===== src/rtl/video_pkg.sv =====
// Shared timing constants and the game-state record for the video front end.
package video_pkg;

  // 1280x720 @ 60 Hz raster timing with a 74.25 MHz pixel clock.
  localparam int HD720_H_ACTIVE   = 1280;
  localparam int HD720_H_FP       = 110;
  localparam int HD720_H_SYNC     = 40;
  localparam int HD720_H_BP       = 220;
  localparam int HD720_V_ACTIVE   = 720;
  localparam int HD720_V_FP       = 5;
  localparam int HD720_V_SYNC     = 5;
  localparam int HD720_V_BP       = 20;
  localparam int HD720_PIPE_DEPTH = 9;

  // One complete game state, 53 bits, held in a single register.
  typedef struct packed {
    logic [10:0] player_x;
    logic [10:0] player_y;
    logic [10:0] opponent_x;
    logic [10:0] opponent_y;
    logic [8:0]  direction;
  } game_state_t;

endpackage


===== src/rtl/video_frontend_delay_line.sv =====
// Fixed-latency shift register used to line sync/active up with pixel data.
module delay_line #(
  parameter int WIDTH = 3,
  parameter int DEPTH = 9
) (
  input  logic             clk,
  input  logic             rst_n,
  input  logic [WIDTH-1:0] din,
  output logic [WIDTH-1:0] dout
);

  logic [WIDTH-1:0] pipe_p [DEPTH];

  // Shift one stage per clock; reset empties every stage.
  always_ff @(posedge clk or negedge rst_n) begin
    if (!rst_n) begin
      for (int i = 0; i < DEPTH; i++) pipe_p[i] <= '0;
    end else begin
      pipe_p[0] <= din;
      for (int i = 1; i < DEPTH; i++) pipe_p[i] <= pipe_p[i-1];
    end
  end

  assign dout = pipe_p[DEPTH-1];

endmodule


===== src/rtl/video_frontend.sv =====
// Raster timing generator, once-per-frame game-state snapshot, and sync
// delay matched to the compositor's pixel latency.
module video_frontend
  import video_pkg::*;
#(
  parameter int H_ACTIVE   = video_pkg::HD720_H_ACTIVE,
  parameter int H_FP       = video_pkg::HD720_H_FP,
  parameter int H_SYNC     = video_pkg::HD720_H_SYNC,
  parameter int H_BP       = video_pkg::HD720_H_BP,
  parameter int V_ACTIVE   = video_pkg::HD720_V_ACTIVE,
  parameter int V_FP       = video_pkg::HD720_V_FP,
  parameter int V_SYNC     = video_pkg::HD720_V_SYNC,
  parameter int V_BP       = video_pkg::HD720_V_BP,
  parameter int PIPE_DEPTH = video_pkg::HD720_PIPE_DEPTH
) (
  input  logic        clk_in,
  input  logic        rst_in,
  input  logic        state_valid_in,
  input  logic [10:0] player_x_in,
  input  logic [10:0] player_y_in,
  input  logic [10:0] opponent_x_in,
  input  logic [10:0] opponent_y_in,
  input  logic [8:0]  direction_in,
  output logic [10:0] hcount_out,
  output logic [9:0]  vcount_out,
  output logic [10:0] player_x,
  output logic [10:0] player_y,
  output logic [10:0] opponent_x,
  output logic [10:0] opponent_y,
  output logic [8:0]  direction,
  output logic        new_frame_out,
  output logic [15:0] frame_count_out,
  output logic        hsync_out,
  output logic        vsync_out,
  output logic        active_out
);

  localparam int H_TOTAL = H_ACTIVE + H_FP + H_SYNC + H_BP;
  localparam int V_TOTAL = V_ACTIVE + V_FP + V_SYNC + V_BP;

  localparam logic [10:0] H_LAST   = 11'(H_TOTAL - 1);
  localparam logic [10:0] H_VIS    = 11'(H_ACTIVE);
  localparam logic [10:0] HS_START = 11'(H_ACTIVE + H_FP);
  localparam logic [10:0] HS_END   = 11'(H_ACTIVE + H_FP + H_SYNC);
  localparam logic [9:0]  V_LAST   = 10'(V_TOTAL - 1);
  localparam logic [9:0]  V_VIS    = 10'(V_ACTIVE);
  localparam logic [9:0]  VS_START = 10'(V_ACTIVE + V_FP);
  localparam logic [9:0]  VS_END   = 10'(V_ACTIVE + V_FP + V_SYNC);

  logic [10:0] hcount;
  logic [9:0]  vcount;
  logic        hs_raw;
  logic        vs_raw;
  logic        act_raw;
  logic [2:0]  sync_dly;
  logic        commit;
  logic        pending_valid;
  logic [15:0] frame_count;
  game_state_t strobe_state;
  game_state_t pending;
  game_state_t snapshot;

  // Raster counters: hcount every pixel, vcount on each line wrap.
  always_ff @(posedge clk_in or negedge rst_in) begin
    if (!rst_in) begin
      hcount <= '0;
      vcount <= '0;
    end else if (hcount == H_LAST) begin
      hcount <= '0;
      vcount <= (vcount == V_LAST) ? '0 : vcount + 10'd1;
    end else begin
      hcount <= hcount + 11'd1;
    end
  end

  assign hs_raw  = (hcount >= HS_START) && (hcount < HS_END);
  assign vs_raw  = (vcount >= VS_START) && (vcount < VS_END);
  assign act_raw = (hcount < H_VIS) && (vcount < V_VIS);

  // Sync/active leave PIPE_DEPTH cycles late so they meet pixel_out.
  delay_line #(
    .WIDTH (3),
    .DEPTH (PIPE_DEPTH)
  ) u_sync_dly (
    .clk   (clk_in),
    .rst_n (rst_in),
    .din   ({hs_raw, vs_raw, act_raw}),
    .dout  (sync_dly)
  );

  assign {hsync_out, vsync_out, active_out} = sync_dly;

  // First pixel of vertical blank: the only point the visible state may move.
  assign commit = (hcount == '0) && (vcount == V_VIS);

  assign strobe_state = {player_x_in, player_y_in, opponent_x_in,
                         opponent_y_in, direction_in};

  // Latest strobe in a frame overwrites any earlier one.
  always_ff @(posedge clk_in or negedge rst_in) begin
    if (!rst_in) pending <= '0;
    else if (state_valid_in) pending <= strobe_state;
  end

  // A strobe on the commit cycle re-arms for the following frame.
  always_ff @(posedge clk_in or negedge rst_in) begin
    if (!rst_in) pending_valid <= 1'b0;
    else if (state_valid_in) pending_valid <= 1'b1;
    else if (commit) pending_valid <= 1'b0;
  end

  // Snapshot takes the pending state as it stood before the commit cycle.
  always_ff @(posedge clk_in or negedge rst_in) begin
    if (!rst_in) snapshot <= '0;
    else if (commit && pending_valid) snapshot <= pending;
  end

  // Free-running count of commits, wrapping naturally at 16 bits.
  always_ff @(posedge clk_in or negedge rst_in) begin
    if (!rst_in) frame_count <= '0;
    else if (commit) frame_count <= frame_count + 16'd1;
  end

  assign hcount_out      = hcount;
  assign vcount_out      = vcount;
  assign new_frame_out   = commit;
  assign frame_count_out = frame_count;
  assign player_x        = snapshot.player_x;
  assign player_y        = snapshot.player_y;
  assign opponent_x      = snapshot.opponent_x;
  assign opponent_y      = snapshot.opponent_y;
  assign direction       = snapshot.direction;

endmodule

===== config.mk =====
export PLATFORM = sky130hd
export DESIGN_NAME = video_frontend
export DESIGN_NICKNAME = d
export VERILOG_FILES = /design/src/rtl/video_pkg.sv /design/src/rtl/video_frontend_delay_line.sv /design/src/rtl/video_frontend.sv
export SDC_FILE = /design/constraint.sdc
export NUM_CORES = 1
export LEC_CHECK = 0
export BUFFER_PORTS_ARGS = -buffer_cell sky130_fd_sc_hd__buf_2
export CAP_MARGIN = 10
export CORE_ASPECT_RATIO = 0.7
export CORE_MARGIN = 5
export CORE_UTILIZATION = 35
export DETAILED_ROUTE_END_ITERATION = 7
export SYNTH_ARGS = -nofsm -noshare
export SYNTH_HDL_FRONTEND = slang
export SYNTH_SLANG_ARGS = --single-unit

===== constraint.sdc =====
create_clock -name clk_in -period 1.68 [get_ports clk_in]
set_input_delay 0.336 -clock clk_in [delete_from_list [all_inputs] [get_ports clk_in]]
set_output_delay 0.336 -clock clk_in [all_outputs]
set_load 0.01 [all_outputs]

==> impl_metrics.py, run 1 <==
metrics = {
    "outcome": {
        "run_status": "finished with violations",
        "failed_checks": "negative setup slack",
    },
    "global_route": {
        "antenna_found_initial": 0,
        "grtUsageTotal": 0.1463,
        "globalRouteOverflowTotal": 0,
        "grt_max_degree": 55,
        "grt_pass1_wl_microns": 26030,
        "first_global_vias": 4823,
    },
    "min_path": {
        "hold_removal_path_class": "primary input to flip-flop",
    },
    "timing": {
        "worst_slew_pin_slew_ns": 0.5535,
        "hold_slack_ns": 0.1423,
        "setup_ws_ns": -0.3448,
        "grt_setup_unrepaired": "true",
        "worst_clock_skew_ns": 0.01293,
        "hold_viol": 0,
        "worst_rel_slew_slack": 0.6300,
        "finalSetupViolations": 74,
        "period_utilisation_layout": 1.205,
        "final-max-slew-violation-count": 0,
        "achievable-frequency_mhz": 493.9,
        "period_needed_ns": 2.025,
    },
    "power": {
        "power_switching_share": 0.2294,
        "share_comb_of_total_power": 0.041,
        "p_int_mw": 6.683,
        "power_density_mw_per_mm2": 899.9,
        "ir_drop_v": 0.0005217,
        "clock_power_share": 0.462,
        "power.switching_mw": 1.989,
        "leakage_nw": 5.153,
        "report.power.total_mw": 8.672,
        "pwr-share-seq": 0.497,
    },
    "synth": {
        "synth-seq-area-share": 0.6188,
        "yosys.cell_types.count": 41,
        "synthesis.instances": 468,
        "postSynth.asyncResetShare": 1.000,
        "synth_warn": 0,
        "syn-mean-instance-area_sq_um": 14.78,
        "synth.ff_latch_count": 171,
        "syn_area_sq_mm": 0.006915,
        "synth.net_count": 532,
        "synth_enable_flop_cells": 0,
        "postSynth.topFlopCell": "sky130_fd_sc_hd__dfrtp_1",
    },
    "route": {
        "drt_iter0_markers": 274,
        "drt_drc_violations_left": 0,
        "detailroute.via_count": 4533,
        "viasPerCell": 4.635,
        "routedWlPerCell_microns": 16.61,
        "postRouteAntennaNets": 0,
        "drt-pass1-iter-count": 4,
        "totalWireLength_microns": 16250,
    },
    "die": {
        "fp.dieW_microns": 178.0,
        "core_region_area_sq_mm": 0.01964,
        "initial_core_utilization": 0.3522,
        "placementRows": 43,
        "top_level_ports": 150,
        "die_height_microns": 127.6,
        "die_area_sq_mm": 0.02271,
    },
    "critical_path": {
        "cpLargestDelayFamily": "simple AND/OR/NAND/NOR gates",
        "worst-path-buf-inv": 2,
        "crit_path_max_fanout": 2,
        "critical_path.startpoint_type": "flip-flop",
        "max_stage_delay_ns": 0.41,
        "cp_slowest_cell": "sky130_fd_sc_hd__dfrtp_1",
        "critical_path_class": "flip-flop to output pin",
        "worst_setup_path_end_kind": "output pin",
        "worstPathArrival_ns": 1.69,
        "worstPathCellList": "nor4_4 -> buf_4 -> nand2_2 -> nor2_4 -> buf_6",
        "critical_path_required_ns": 1.34,
    },
    "placement": {
        "gp_congestion": 0.7644,
        "port_buffers": 149,
        "post_place_cells": 920,
        "hpwl_microns": 10870,
        "placed_area_sq_mm": 0.008379,
    },
    "cts": {
        "cts.reportedPaths.clkPinSlew_ns": 0.07,
        "clock_tree_from_tritoncts": "done",
        "clock_sinks": 171,
        "cts_root_buf": "sky130_fd_sc_hd__clkbuf_16",
        "htreeDepth": 4,
        "clock_insertion_delay_worst_skew_ns": 0.42,
        "numCtsBuffers": 17,
        "cts_max_path_buffers": 2,
    },
    "flow_run": {
        "maxCapViolations": 0,
    },
    "final_layout": {
        "final_instance_count_without_filler_cells": 978,
        "postLayoutCoreUtil": 0.4907,
        "stdcell_area_sq_mm": 0.009637,
        "layout-drive-gt1-share": 0.5706,
        "n_antenna_cell": 0,
        "layout.cells.most_common": "sky130_fd_sc_hd__dfrtp_1",
        "commonest_non_fill_non_tap_cells_in_the_layout": "168 x sky130_fd_sc_hd__dfrtp_1, 147 x sky130_fd_sc_hd__buf_2, 57 x sky130_fd_sc_hd__mux2_2",
        "final_net_count": 759,
        "area_added_between_synthesis_and_finish_pct": 39.35,
    },
}
-- state kept, by name (all words and copies together), names as in the netlist --
register           cells
u_sync_dly.pipe_p     24
vcount_out            10
u_sync_dly.dout        3
pending_valid          1
pending               53
opponent_x            11
hcount_out            11
player_y              11
opponent_y            11
frame_count_out       16
direction              9
player_x              11
-- layer usage --
| layer | up-vias | wire, microns | GRT usage |
|---|---|---|---|
| li1 | 2113 | - | - |
| met1 | 2270 | 7808 | 0.2113 |
| met2 | 133 | 7247 | 0.2187 |
| met3 | 17 | 1034 | 0.04052 |
| met4 | 0 | 157 | 0.03727 |
| met5 | - | 0 | 0 |
-- final cells by class --
| type | count | area (sq um) |
|---|---|---|
| Sequential cell | 171 | 4283 |
| Multi-Input combinational cell | 267 | 2745 |
| Fill cell | 1742 | 10000 |
| Clock buffer | 17 | 425.4 |
| Clock inverter | 15 | 181.4 |
| Timing Repair Buffer | 228 | 1627 |
| Inverter | 10 | 37.54 |
| Tap cell | 270 | 337.8 |
-- through the flow --
step                      TNS [ns]  setup WS [ns]
after floorplan             -6.458        -0.1246
after global placement      -8.124        -0.1414
after detailed placement    -10.52        -0.1859
after CTS                   -18.75        -0.4781
after global routing        -24.38        -0.4393
final                       -20.18        -0.3448
-- power groups by stage --
stage               clock [mW]  sequential [mW]  combinational (mW)
CTS                       4.15             4.31               0.367
finish                    4.01             4.31               0.355
global route              4.33             4.32               0.402
detailed placement           0             4.39               0.363
floorplan                    0             4.37               0.158
global placement             0             4.38               0.350
-- cell families after synthesis --
family | Yosys count | share of synthesized area
AOI/OAI and AO/OA | 26 | 0.02207
DFF | 171 | 0.6188
and+or+nand+nor | 100 | 0.08558
xor gates and xnor gates | 24 | 0.03040
adders and majority gates | 8 | 0.01447
buffers and inverters | 30 | 0.02424
muxes | 109 | 0.2045
-- cells in the mapped netlist (3+ instances only) --
cell	count	area [sq um]
sky130_fd_sc_hd__dfrtp_1	171	4279
sky130_fd_sc_hd__a31oi_1	3	18.77
sky130_fd_sc_hd__buf_2	4	20.02
sky130_fd_sc_hd__a21oi_1	3	15.01
sky130_fd_sc_hd__xor2_1	16	140.1
sky130_fd_sc_hd__inv_1	10	37.54
sky130_fd_sc_hd__nor3_1	9	45.04
sky130_fd_sc_hd__and3_1	11	68.82
sky130_fd_sc_hd__mux2_2	58	653.1
sky130_fd_sc_hd__xnor2_1	8	70.07
sky130_fd_sc_hd__buf_6	6	67.56
sky130_fd_sc_hd__nand4_1	6	37.54
sky130_fd_sc_hd__o21ai_0	13	65.06
sky130_fd_sc_hd__buf_1	3	11.26
sky130_fd_sc_hd__and2_1	3	18.77
sky130_fd_sc_hd__clkbuf_1	5	18.77
sky130_fd_sc_hd__or3_1	3	18.77
sky130_fd_sc_hd__mux2_4	50	750.7
sky130_fd_sc_hd__a21o_1	3	22.52
sky130_fd_sc_hd__nor4_1	6	37.54
sky130_fd_sc_hd__nor2_1	13	48.80
sky130_fd_sc_hd__nand2_1	17	63.81
sky130_fd_sc_hd__and4_1	3	26.28
sky130_fd_sc_hd__nand3_1	17	85.08
sky130_fd_sc_hd__ha_1	8	100.1
-- worst paths after layout --
check,endpoint,slack (ns),start,depth (start not counted)
max,new_frame_out,-0.34,hcount_out[3]$_DFF_PN0_,5
min,pending[21]$_DFFE_PN0P_,0.14,opponent_x_in[1],2
max reg2reg,opponent_x[6]$_DFFE_PN0P_,-0.33,hcount_out[3]$_DFF_PN0_,8
min reg2reg,u_sync_dly.dout[1]$_DFF_PN0_,0.34,u_sync_dly.pipe_p[4]$_DFF_PN0_,0
max in group asynchronous,vcount_out[6]$_DFFE_PN0N_,0.64,rst_in,3
min in group asynchronous,pending[29]$_DFFE_PN0P_,0.41,rst_in,2
-- repair_timing --
item / in CTS / in global routing
endpoints found under the hold margin: 40 / 0
pin swaps: 23 / 22
buffers inserted: 24 / 8
gates resized for setup: 59 / 31
hold buffers: 1 / 0
cloned: 5 / 2
endpoints found under the setup margin: 70 / 81
Note: power is estimated with default switching activity, not from simulation.
==> run 2, diff against run 1 <==
--- a/config.mk
+++ b/config.mk
@@ -9,7 +9,7 @@
 export CAP_MARGIN = 10
 export CORE_ASPECT_RATIO = 0.7
 export CORE_MARGIN = 5
-export CORE_UTILIZATION = 35
+export CORE_UTILIZATION = 40
 export DETAILED_ROUTE_END_ITERATION = 7
 export SYNTH_ARGS = -nofsm -noshare
 export SYNTH_HDL_FRONTEND = slang
==> constraint.sdc (replaced) <==
create_clock -name clk_in -period 1.6 [get_ports clk_in]
set_input_delay 0.32 -clock clk_in [delete_from_list [all_inputs] [get_ports clk_in]]
set_output_delay 0.32 -clock clk_in [all_outputs]
set_load 0.01 [all_outputs]
==> impl_metrics.py, run 2 (synthesis gave the netlist of run 1 again) <==
metrics = {
    "critical_path": {
        "critical_path_class": "flip-flop to flip-flop",
        "worst-r2r-setup-slack_ns": -0.48,
        "worstPathArrival_ns": 2.39,
        "worstReg2RegEnd": "direction[0]$_DFFE_PN0P_",
        "cpMostUsedCell": "sky130_fd_sc_hd__buf_12",
        "regToRegStartpoint": "hcount_out[4]$_DFF_PN0_",
        "critical_path.startpoint_type": "flip-flop",
        "worst_r2r_path_depth": 8,
        "startpoint": "hcount_out[4]$_DFF_PN0_",
        "critical_path_required_ns": 1.91,
        "crit_path_end": "direction[0]$_DFFE_PN0P_",
        "worst_setup_path_end_kind": "flip-flop",
        "cp_slowest_cell": "sky130_fd_sc_hd__dfrtp_2",
        "crit_path_max_fanout": 7,
        "max_stage_delay_ns": 0.42,
        "worstPathCellList": "nor4_4 -> buf_4 -> and4_4 -> nand3_4 -> buf_12 -> buf_12 -> buf_16 -> mux2_4",
    },
    "outcome": {
        "failed_checks": "negative setup slack",
        "run_status": "finished with violations",
    },
    "die": {
        "top_level_ports": 150,
        "placementRows": 40,
        "initial_core_utilization": 0.4052,
        "fp.dieW_microns": 167.2,
        "die_area_sq_mm": 0.02006,
        "core_region_area_sq_mm": 0.01707,
        "die_height_microns": 120.0,
    },
    "timing": {
        "grt_setup_unrepaired": "true",
        "tns_ns": -24.67,
        "period_utilisation_layout": 1.299,
        "finalSetupViolations": 76,
        "hold_viol": 0,
        "hold_slack_ns": 0.1153,
        "setup_ws_ns": -0.4780,
        "period_needed_ns": 2.078,
        "achievable-frequency_mhz": 481.2,
        "worst_rel_slew_slack": 0.7071,
        "worst_clock_skew_ns": 0.01303,
        "final-max-slew-violation-count": 0,
        "worst_slew_pin_slew_ns": 0.4381,
    },
    "global_route": {
        "first_global_vias": 4815,
        "globalRouteOverflowTotal": 0,
        "grt_pass1_wl_microns": 26360,
        "grtUsageTotal": 0.1654,
        "antenna_found_initial": 1,
        "grt_max_degree": 56,
    },
    "final_layout": {
        "final_net_count": 760,
        "layout-drive-gt1-share": 0.5769,
        "commonest_non_fill_non_tap_cells_in_the_layout": "168 x sky130_fd_sc_hd__dfrtp_1, 147 x sky130_fd_sc_hd__buf_2, 57 x sky130_fd_sc_hd__mux2_2",
        "layout.filler_cells": 1392,
        "reg_area_sq_mm": 0.004283,
        "layout.cells.most_common": "sky130_fd_sc_hd__dfrtp_1",
        "n_antenna_cell": 0,
        "largest_reg_flops": 53,
        "area_added_between_synthesis_and_finish_pct": 39.21,
        "multiInputGateArea_sq_mm": 0.002750,
        "registers.top_by_ff_count": "pending",
    },
    "flow_run": {
        "maxCapViolations": 0,
    },
    "route": {
        "drt-pass1-iter-count": 4,
        "drt_drc_violations_left": 0,
        "postRouteAntennaNets": 0,
        "totalWireLength_microns": 16270,
        "detailroute.via_count": 4529,
        "viasPerCell": 4.818,
        "drt_iter0_markers": 211,
        "routedWlPerCell_microns": 17.31,
    },
    "cts": {
        "numCtsBuffers": 17,
        "clock_insertion_delay_worst_skew_ns": 0.43,
        "clock_tree_from_tritoncts": "done",
        "cts_root_buf": "sky130_fd_sc_hd__clkbuf_16",
        "cts.reportedPaths.clkPinSlew_ns": 0.08,
        "cts_max_path_buffers": 2,
        "htreeDepth": 4,
        "clock_sinks": 171,
    },
    "power": {
        "leakage_nw": 5.156,
        "ir_drop_v": 0.0006090,
        "power_density_mw_per_mm2": 940.8,
    },
    "min_path": {
        "holdPathStages": 2,
        "hold_removal_path_class": "primary input to flip-flop",
    },
    "placement": {
        "hpwl_microns": 10630,
        "gp_congestion": 0.8497,
        "port_buffers": 149,
        "placement.setup.worst_slack_ns": -0.2682,
    },
}
run 2: cell count changes in the layout (fill, tap and decap cells not counted), sizes merged:
cell,change
bufinv,-1
clkbuf,+1
clkinv,-1
clkinvlp,+2
run 2: power breakdown:
part | internal (mW) | leakage [nW] | switching (mW) | total [mW]
Combinational | 0.193 | 2.67 | 0.171 | 0.364
Sequential | 4.45 | 2.20 | 0.0662 | 4.52
Clock | 2.24 | 0.289 | 1.93 | 4.17
Total | 6.89 | 5.16 | 2.17 | 9.06
run 2: worst min path at each step:
stage / from / endpoint
floorplan: rst_in / direction[0]$_DFFE_PN0P_
global placement: rst_in / direction[0]$_DFFE_PN0P_
detailed placement: rst_in / pending[0]$_DFFE_PN0P_
CTS: opponent_x_in[7] / pending[27]$_DFFE_PN0P_
global route: opponent_x_in[7] / pending[27]$_DFFE_PN0P_
finish: opponent_x_in[7] / pending[27]$_DFFE_PN0P_
run 2: what timing repair did:
action                                  4_1_cts  5_1_grt
buffers inserted                             18        6
cloned                                        6        2
resized for setup                            33       31
endpoints found under the setup margin       77       81
pin swaps                                     8       21
endpoints found under the hold margin        31        0
hold buffers                                  1        0
run 2: per-layer routing:
metal,part of all wire,up-vias,wire length [microns],global-route usage
li1,-,2111,-,-
met1,0.49,2277,7939,0.2394
met2,0.44,120,7195,0.2432
met3,0.059,19,963,0.05367
met4,0.0094,2,153,0.03801
met5,0.0012,-,20,0
run 2: cell type report:
| class | count | area share |
|---|---|---|
| multi-input combinational | 267 | 0.2857 |
| clock buffer | 17 | 0.04419 |
| inverter | 10 | 0.003899 |
| clock inverter | 15 | 0.01872 |
| sequential | 171 | 0.4449 |
| tap | 231 | 0.03002 |
| timing repair buffer | 229 | 0.1726 |
run 2: critical path, delay by kind of cell, from the launching register on:
family,cells,cell delay [ns]
DFF,1,0.42
muxes,1,0.29
buffers and inverters,4,0.58
and+or+nand+nor,3,0.68
run 2: metrics by stage:
stage	power, mW	std cells	instance area, sq um	utilization
2_1_floorplan	4.751	468	7044	-
3_3_place_gp	4.955	885	8451	0.4952
3_5_place_dp	4.981	885	8451	0.4952
4_1_cts	9.194	938	9517	0.5576
5_1_grt	9.433	940	9627	0.5641
6_report	9.057	940	9627	0.5641
